`src/rtl/fp_pkg.sv`:
```
// Shared floating-point definitions for the FPU datapath blocks (fmul/fadd/fdiv).
package fp_pkg;

   typedef enum logic [2:0] {
      CLS_ZERO,
      CLS_NORM,
      CLS_INF,
      CLS_QNAN,
      CLS_SNAN
   } fp_class_e;

   localparam int FLG_INVALID   = 3;
   localparam int FLG_OVERFLOW  = 2;
   localparam int FLG_UNDERFLOW = 1;
   localparam int FLG_INEXACT   = 0;

   function automatic int fp_bias(input int ew);
      return (1 << (ew - 1)) - 1;
   endfunction

   // Canonical quiet NaN right-aligned in 64 bits; callers keep the low 1+EW+MW bits.
   function automatic logic [63:0] fp_qnan(input int ew, input int mw);
      logic [63:0] v;
      v = ((64'd1 << ew) - 64'd1) << mw;
      v = v | (64'd1 << (mw - 1));
      return v;
   endfunction

endpackage

```
`src/rtl/fp_round_pack.sv`:
```
// Final FP stage: round-to-nearest-even, carry renormalisation, range check, pack and flags.
module fp_round_pack
   import fp_pkg::*;
#(
   parameter int EW = 8,
   parameter int MW = 23
) (
   input  logic                 sign,
   input  logic signed [EW+1:0] expo,
   input  logic [MW:0]          mant,
   input  logic                 guard,
   input  logic                 round,
   input  logic                 sticky,
   output logic [EW+MW:0]       y,
   output logic [3:0]           flags
);

   localparam logic signed [EW+1:0] EXP_MAX = (EW+2)'((1 << EW) - 1);
   localparam logic signed [EW+1:0] ONE     = (EW+2)'(1);

   logic                 round_up;
   logic [MW+1:0]        mant_r;
   logic signed [EW+1:0] exp_r;
   logic [MW-1:0]        frac;

   always_comb begin
      round_up = guard & (round | sticky | mant[0]);
      mant_r   = {1'b0, mant} + {{(MW+1){1'b0}}, round_up};
      exp_r    = expo;
      frac     = mant_r[MW-1:0];
      y        = '0;
      flags    = '0;
      if (mant_r[MW+1]) begin
         exp_r = expo + ONE;
         frac  = mant_r[MW:1];
      end
      if (exp_r >= EXP_MAX) begin
         y                    = {sign, {EW{1'b1}}, {MW{1'b0}}};
         flags[FLG_OVERFLOW]  = 1'b1;
         flags[FLG_INEXACT]   = 1'b1;
      end else if (exp_r[EW+1] || exp_r == '0) begin
         y                    = {sign, {(EW+MW){1'b0}}};
         flags[FLG_UNDERFLOW] = 1'b1;
         flags[FLG_INEXACT]   = 1'b1;
      end else begin
         y                    = {sign, exp_r[EW-1:0], frac};
         flags[FLG_INEXACT]   = guard | round | sticky;
      end
   end

endmodule

```
`src/rtl/fmul_pipe.sv`:
```
// Three-stage pipelined FP multiplier with RNE, special values, flags and valid/ready flow control.
module fmul_pipe
   import fp_pkg::*;
#(
   parameter int EW    = 8,
   parameter int MW    = 23,
   parameter int TAG_W = 4
) (
   input  logic             clk,
   input  logic             rst_n,
   input  logic             in_valid,
   output logic             in_ready,
   input  logic [EW+MW:0]   x1,
   input  logic [EW+MW:0]   x2,
   input  logic [TAG_W-1:0] in_tag,
   output logic             out_valid,
   input  logic             out_ready,
   output logic [EW+MW:0]   y,
   output logic [TAG_W-1:0] out_tag,
   output logic [3:0]       out_flags
);

   localparam int W  = 1 + EW + MW;
   localparam int MB = MW + 1;
   localparam int LO = MB / 2;
   localparam int HI = MB - LO;
   localparam int PW = 2 * MB;
   localparam logic signed [EW+1:0] BIAS_S = (EW+2)'(fp_bias(EW));
   localparam logic [W-1:0]         QNAN   = W'(fp_qnan(EW, MW));

   function automatic fp_class_e classify(input logic [EW-1:0] e, input logic [MW-1:0] f);
      if (e == '0) return CLS_ZERO;
      if (e != '1) return CLS_NORM;
      if (f == '0) return CLS_INF;
      return f[MW-1] ? CLS_QNAN : CLS_SNAN;
   endfunction

   logic en;
   assign en       = !out_valid | out_ready;
   assign in_ready = en;

   fp_class_e      c1, c2;
   logic           sgn, sp;
   logic [W-1:0]   sp_y;
   logic [3:0]     sp_flags;
   logic [MB-1:0]  m1, m2;

   // Special-value resolution happens up front; its result rides the pipe and overrides S3.
   always_comb begin
      c1       = classify(x1[W-2 -: EW], x1[MW-1:0]);
      c2       = classify(x2[W-2 -: EW], x2[MW-1:0]);
      sgn      = x1[W-1] ^ x2[W-1];
      m1       = {1'b1, x1[MW-1:0]};
      m2       = {1'b1, x2[MW-1:0]};
      sp       = 1'b1;
      sp_y     = '0;
      sp_flags = '0;
      if (c1 == CLS_QNAN || c1 == CLS_SNAN || c2 == CLS_QNAN || c2 == CLS_SNAN) begin
         sp_y                  = QNAN;
         sp_flags[FLG_INVALID] = (c1 == CLS_SNAN) || (c2 == CLS_SNAN);
      end else if ((c1 == CLS_INF && c2 == CLS_ZERO) || (c1 == CLS_ZERO && c2 == CLS_INF)) begin
         sp_y                  = QNAN;
         sp_flags[FLG_INVALID] = 1'b1;
      end else if (c1 == CLS_INF || c2 == CLS_INF) begin
         sp_y = {sgn, {EW{1'b1}}, {MW{1'b0}}};
      end else if (c1 == CLS_ZERO || c2 == CLS_ZERO) begin
         sp_y = {sgn, {(W-1){1'b0}}};
      end else begin
         sp = 1'b0;
      end
   end

   logic                 v1, v2;
   logic [TAG_W-1:0]     tag1, tag2;
   logic                 sgn1, sgn2, sp1, sp2;
   logic [W-1:0]         sp_y1, sp_y2;
   logic [3:0]           sp_flags1, sp_flags2;
   logic signed [EW+1:0] exp1, exp2;
   logic [2*HI-1:0]      pp_hh;
   logic [HI+LO-1:0]     pp_hl, pp_lh;
   logic [2*LO-1:0]      pp_ll;
   logic [MB-1:0]        mant2;
   logic                 g2, r2, st2;
   logic [PW-1:0]        prod, nrm;

   always_comb begin
      prod = ({{(2*LO){1'b0}}, pp_hh} << (2*LO))
           + ({{MB{1'b0}}, pp_hl} << LO)
           + ({{MB{1'b0}}, pp_lh} << LO)
           + {{(2*HI){1'b0}}, pp_ll};
      nrm  = prod[PW-1] ? prod : (prod << 1);
   end

   always_ff @(posedge clk) begin
      if (en) begin
         tag1      <= in_tag;
         sgn1      <= sgn;
         sp1       <= sp;
         sp_y1     <= sp_y;
         sp_flags1 <= sp_flags;
         exp1      <= $signed({2'b00, x1[W-2 -: EW]}) + $signed({2'b00, x2[W-2 -: EW]}) - BIAS_S;
         pp_hh     <= {{HI{1'b0}}, m1[MB-1:LO]} * {{HI{1'b0}}, m2[MB-1:LO]};
         pp_hl     <= {{LO{1'b0}}, m1[MB-1:LO]} * {{HI{1'b0}}, m2[LO-1:0]};
         pp_lh     <= {{HI{1'b0}}, m1[LO-1:0]} * {{LO{1'b0}}, m2[MB-1:LO]};
         pp_ll     <= {{LO{1'b0}}, m1[LO-1:0]} * {{LO{1'b0}}, m2[LO-1:0]};

         tag2      <= tag1;
         sgn2      <= sgn1;
         sp2       <= sp1;
         sp_y2     <= sp_y1;
         sp_flags2 <= sp_flags1;
         exp2      <= exp1 + $signed({{(EW+1){1'b0}}, prod[PW-1]});
         mant2     <= nrm[PW-1 -: MB];
         g2        <= nrm[MW];
         r2        <= nrm[MW-1];
         st2       <= |nrm[MW-2:0];
      end
   end

   logic [W-1:0] rp_y;
   logic [3:0]   rp_flags;

   fp_round_pack #(.EW(EW), .MW(MW)) u_round_pack (
      .sign   (sgn2),
      .expo   (exp2),
      .mant   (mant2),
      .guard  (g2),
      .round  (r2),
      .sticky (st2),
      .y      (rp_y),
      .flags  (rp_flags)
   );

   always_ff @(posedge clk or negedge rst_n) begin
      if (!rst_n) begin
         v1        <= 1'b0;
         v2        <= 1'b0;
         out_valid <= 1'b0;
         y         <= '0;
         out_tag   <= '0;
         out_flags <= '0;
      end else if (en) begin
         v1        <= in_valid;
         v2        <= v1;
         out_valid <= v2;
         if (v2) begin
            y         <= sp2 ? sp_y2 : rp_y;
            out_flags <= sp2 ? sp_flags2 : rp_flags;
            out_tag   <= tag2;
         end
      end
   end

endmodule

```
`config.mk`:
```
export PLATFORM = sky130hd
export DESIGN_NAME = fmul_pipe
export DESIGN_NICKNAME = d
export VERILOG_FILES = /design/src/rtl/fp_pkg.sv /design/src/rtl/fp_round_pack.sv /design/src/rtl/fmul_pipe.sv
export SDC_FILE = /design/constraint.sdc
export NUM_CORES = 2
export LEC_CHECK = 0
export CAP_MARGIN = 20
export CELL_PAD_IN_SITES_DETAIL_PLACEMENT = 0
export CELL_PAD_IN_SITES_GLOBAL_PLACEMENT = 1
export CORE_MARGIN = 2
export CORE_UTILIZATION = 45
export CTS_CLUSTER_SIZE = 10
export DETAILED_ROUTE_END_ITERATION = 12
export PLACE_DENSITY_LB_ADDON = 0.1
export SKIP_LAST_GASP = 1
export SYNTH_ARGS = -nofsm -noshare
export SYNTH_HDL_FRONTEND = slang
export SYNTH_SLANG_ARGS = --single-unit
```
`constraint.sdc`:
```
create_clock -name clk -period 6.2 [get_ports clk]
set_input_delay 0.62 -clock clk [delete_from_list [all_inputs] [get_ports clk]]
set_output_delay 0.62 -clock clk [all_outputs]
set_load 0.005 [all_outputs]
```
==> run summary <==
Pwr dens - 579.1 nW/µm²
Critical path type - in2reg
Min cycle time layout - 5.994 ns
Final ANT Viol Nets - 0
Sw frac - 45.66%
Combinational Power Share - 76.2%
# port buffers - 113
Tot GR Track Use - 23.74%
Layout cells sized above 1 - 10.70%
Clock skew - 0.01945 ns
Leak - 16.32 nW
Post-synth EDFFs - 163
Synth Net Count - 3790
Headroom to the max-slew limit - 31.72%
Peak supply drop - 0.3412 mV
CTS tree - built
CORE AREA - 62970 µm²
Launch point of the worst reg-to-reg path - pp_hl[1]
NetSw - 0.008865 W
Status - completed
Final Util - 53.25%
Post-synth top area cell - fa_1
Slew @ Worst Pin - 1.024 ns
Starting Density - 45.44%
Worst Hold Class - in2async
Int Power - 0.01055 W
Per-cell routed wire length - 18.26 µm
Num CTS Buffers - 25
Reg-to-reg endpoint - exp2[5]
Synth cell types - 76
Clk_lat worst skew - 0.55 ns
Seq/Total Area, Yosys - 20.87%
Ys async rst share - 20.87%
Sequential share of power - 16.9%
Global-route wire length before repair - 123800 µm
Top Ports - 114
TritonRoute pass-1 iters - 5
Total die area - 65610 µm²
Die W - 256.2 µm
CP Max Fanout - 5
Setup-failing EPs final - 0
Hold-fix buffers, CTS - 0
Die extent in y - 256.2 µm
RSZ-0062 raised after global routing - no
Reg2Reg Depth - 16
Initial antenna violation count - 0
# DRC - 0
Area grow syn2layout - 17.18%
Final Hold Fails - 0
Largest net degree at the start of global routing - 166
Clock Sinks - 206
Vias/cell - 5.093
H-tree depth - 1
R2r setup slk - 0.90 ns
Reg clk slew, reported paths - 0.05 ns
Placed insts - 4128
Initial DRC count - 992
Fin. max-slew vios - 0
Max clock buf depth - 3
Critical path required time - 6.50 ns
Pwr Total - 0.01941 W
Netlist Area Pre-Place - 28610 µm²
Vias in the first global route - 23034
Post-Layout Cell Count - 4175
Dpl hpwl - 64050 µm
Worst Setup End Kind - flop
Final #Nets - 4097
Most frequent cell after synthesis - inv_1
Clk pwr share - 6.9%
Signal arrival time at the worst endpoint - 6.30 ns
Tcrit/Tclk final - 96.68%
Synth top cells by count - inv_1, fa_1, nand2_1, ha_1, and2_1
DR vias - 21263
# Max-Cap Violations - 0
Startpoint types - input pin
WL final - 76220 µm
Post-Synthesis Cells - 3002
GPL Wtd Cong - 0.8826
Seq cells post-synth - 206
Post-synth top area share - 29.81%
Fmax - 0.1668 GHz
Gr ovfl total - 0
Syn. warnings - 0
Leading register cell type out of synthesis - edfxtp_1
Mapped Avg Cell Area - 9.531 µm²
Root Driver - clkbuf_16
Top post-synthesis cells by area - fa_1, edfxtp_1, ha_1
FP Rows - 92
-- critical path: stages --
cell and delay (ns):
clkdlybuf4s50_1 0.58, nand2_1 0.12, fa_1 0.57, fa_1 0.45, fa_1 0.55, inv_1 0.05
fa_1 0.47, inv_1 0.05, fa_1 0.47, inv_1 0.04, ha_1 0.28, or2_2 0.29
o31a_1 0.12, nand4_1 0.09, o21ai_1 0.10, o41ai_2 0.37, buf_4 0.16, o21ai_0 0.11
o41a_1 0.41, a21o_1 0.20, a21oi_2 0.14, xnor2_1 0.07
-- area by class of cell --
cell class,count,area (µm²)
fill,5810,29440
multi-input combinational,2109,20110
sequential,206,5971
timing repair buffer,391,3482
inverter,576,2162
tap,846,1059
clock buffer,43,713.2
clock inverter,3,30.03
antenna,1,2.502
-- per-layer routing --
layer	wire length (µm)	GRT usage (%)	vias up
met5	0	0	-
li1	-	-	10128
met2	38620	42.72	428
met1	33270	31.12	10606
met3	2569	1.723	101
met4	1758	5.637	0
-- cells in the final DEF, fill, tap and decap left out, drive strengths merged, types with 13 or more instances in the layout --
cell             n
inv            575
nand2          427
fa             426
ha             290
buf            279
and2           180
edfxtp         163
nor2           130
clkdlybuf4s50  112
xnor2           94
a21oi           77
o21ai           66
xor2            43
dfrtp           43
clkbuf          43
nand3           38
nor3            32
a21o            29
and3            28
nor2b           19
mux2            19
nor4            19
nand4           16
o21a            13
o21bai          13
a31oi           13
-- flip-flops by register name, summed over array words and instances (netlist names), 4 cells and up --
register / cells
pp_hl: 24
out_flags: 4
pp_lh: 24
exp2: 10
y: 32
pp_ll: 24
tag1: 4
out_tag: 4
pp_hh: 24
mant2: 24
exp1: 10
tag2: 4
-- kinds of logic after synthesis --
kind of cell,synth area share [%]
muxes,0.9228
adders and majority gates,42.49
AOI/OAI and AO/OA,6.888
buffers and inverters,9.035
DFF,20.87
and+or+nand+nor,15.60
xor gates and xnor gates,4.194
-- metrics by stage --
step | setup WS (ns) | cell area (µm²) | hold slack [ns] | TNS (ns)
after detailed placement | -0.4960 | 32740 | 0.4045 | -4.583
after CTS | 0.09507 | 33480 | 0.2101 | 0
after floorplan | 0.2269 | 28610 | 0.3244 | 0
final | 0.2057 | 33530 | 0.2021 | 0
after global placement | -0.4288 | 32730 | 0.4032 | -3.552
after global routing | 0.004155 | 33520 | 0.2642 | 0
-- power by group through the flow --
stage	Combinational, W	Sequential [W]	Clock [W]
after floorplan	0.00960	0.00313	0
after global placement	0.0146	0.00329	0
after detailed placement	0.0148	0.00332	0
after CTS	0.0149	0.00329	0.00138
after global routing	0.0167	0.00337	0.00143
final	0.0148	0.00328	0.00135
-- timing repair --
action	CTS	global route
setup endpoints to repair	0	6
resized for setup	0	11
endpoints found under the hold margin	0	0
setup buffers	0	0
-- how the worst max path moves through the flow --
stage,start,end,slack (ns)
after floorplan,x1[1],pp_ll[23],0.23
after global placement,x1[7],pp_lh[23],-0.43
after detailed placement,x1[7],pp_lh[23],-0.50
after CTS,x1[7],pp_lh[23],0.1
after global routing,x1[5],pp_ll[23],0.004
final,x1[5],pp_ll[23],0.21
No activity file was read; power rests on OpenSTA's default activity.
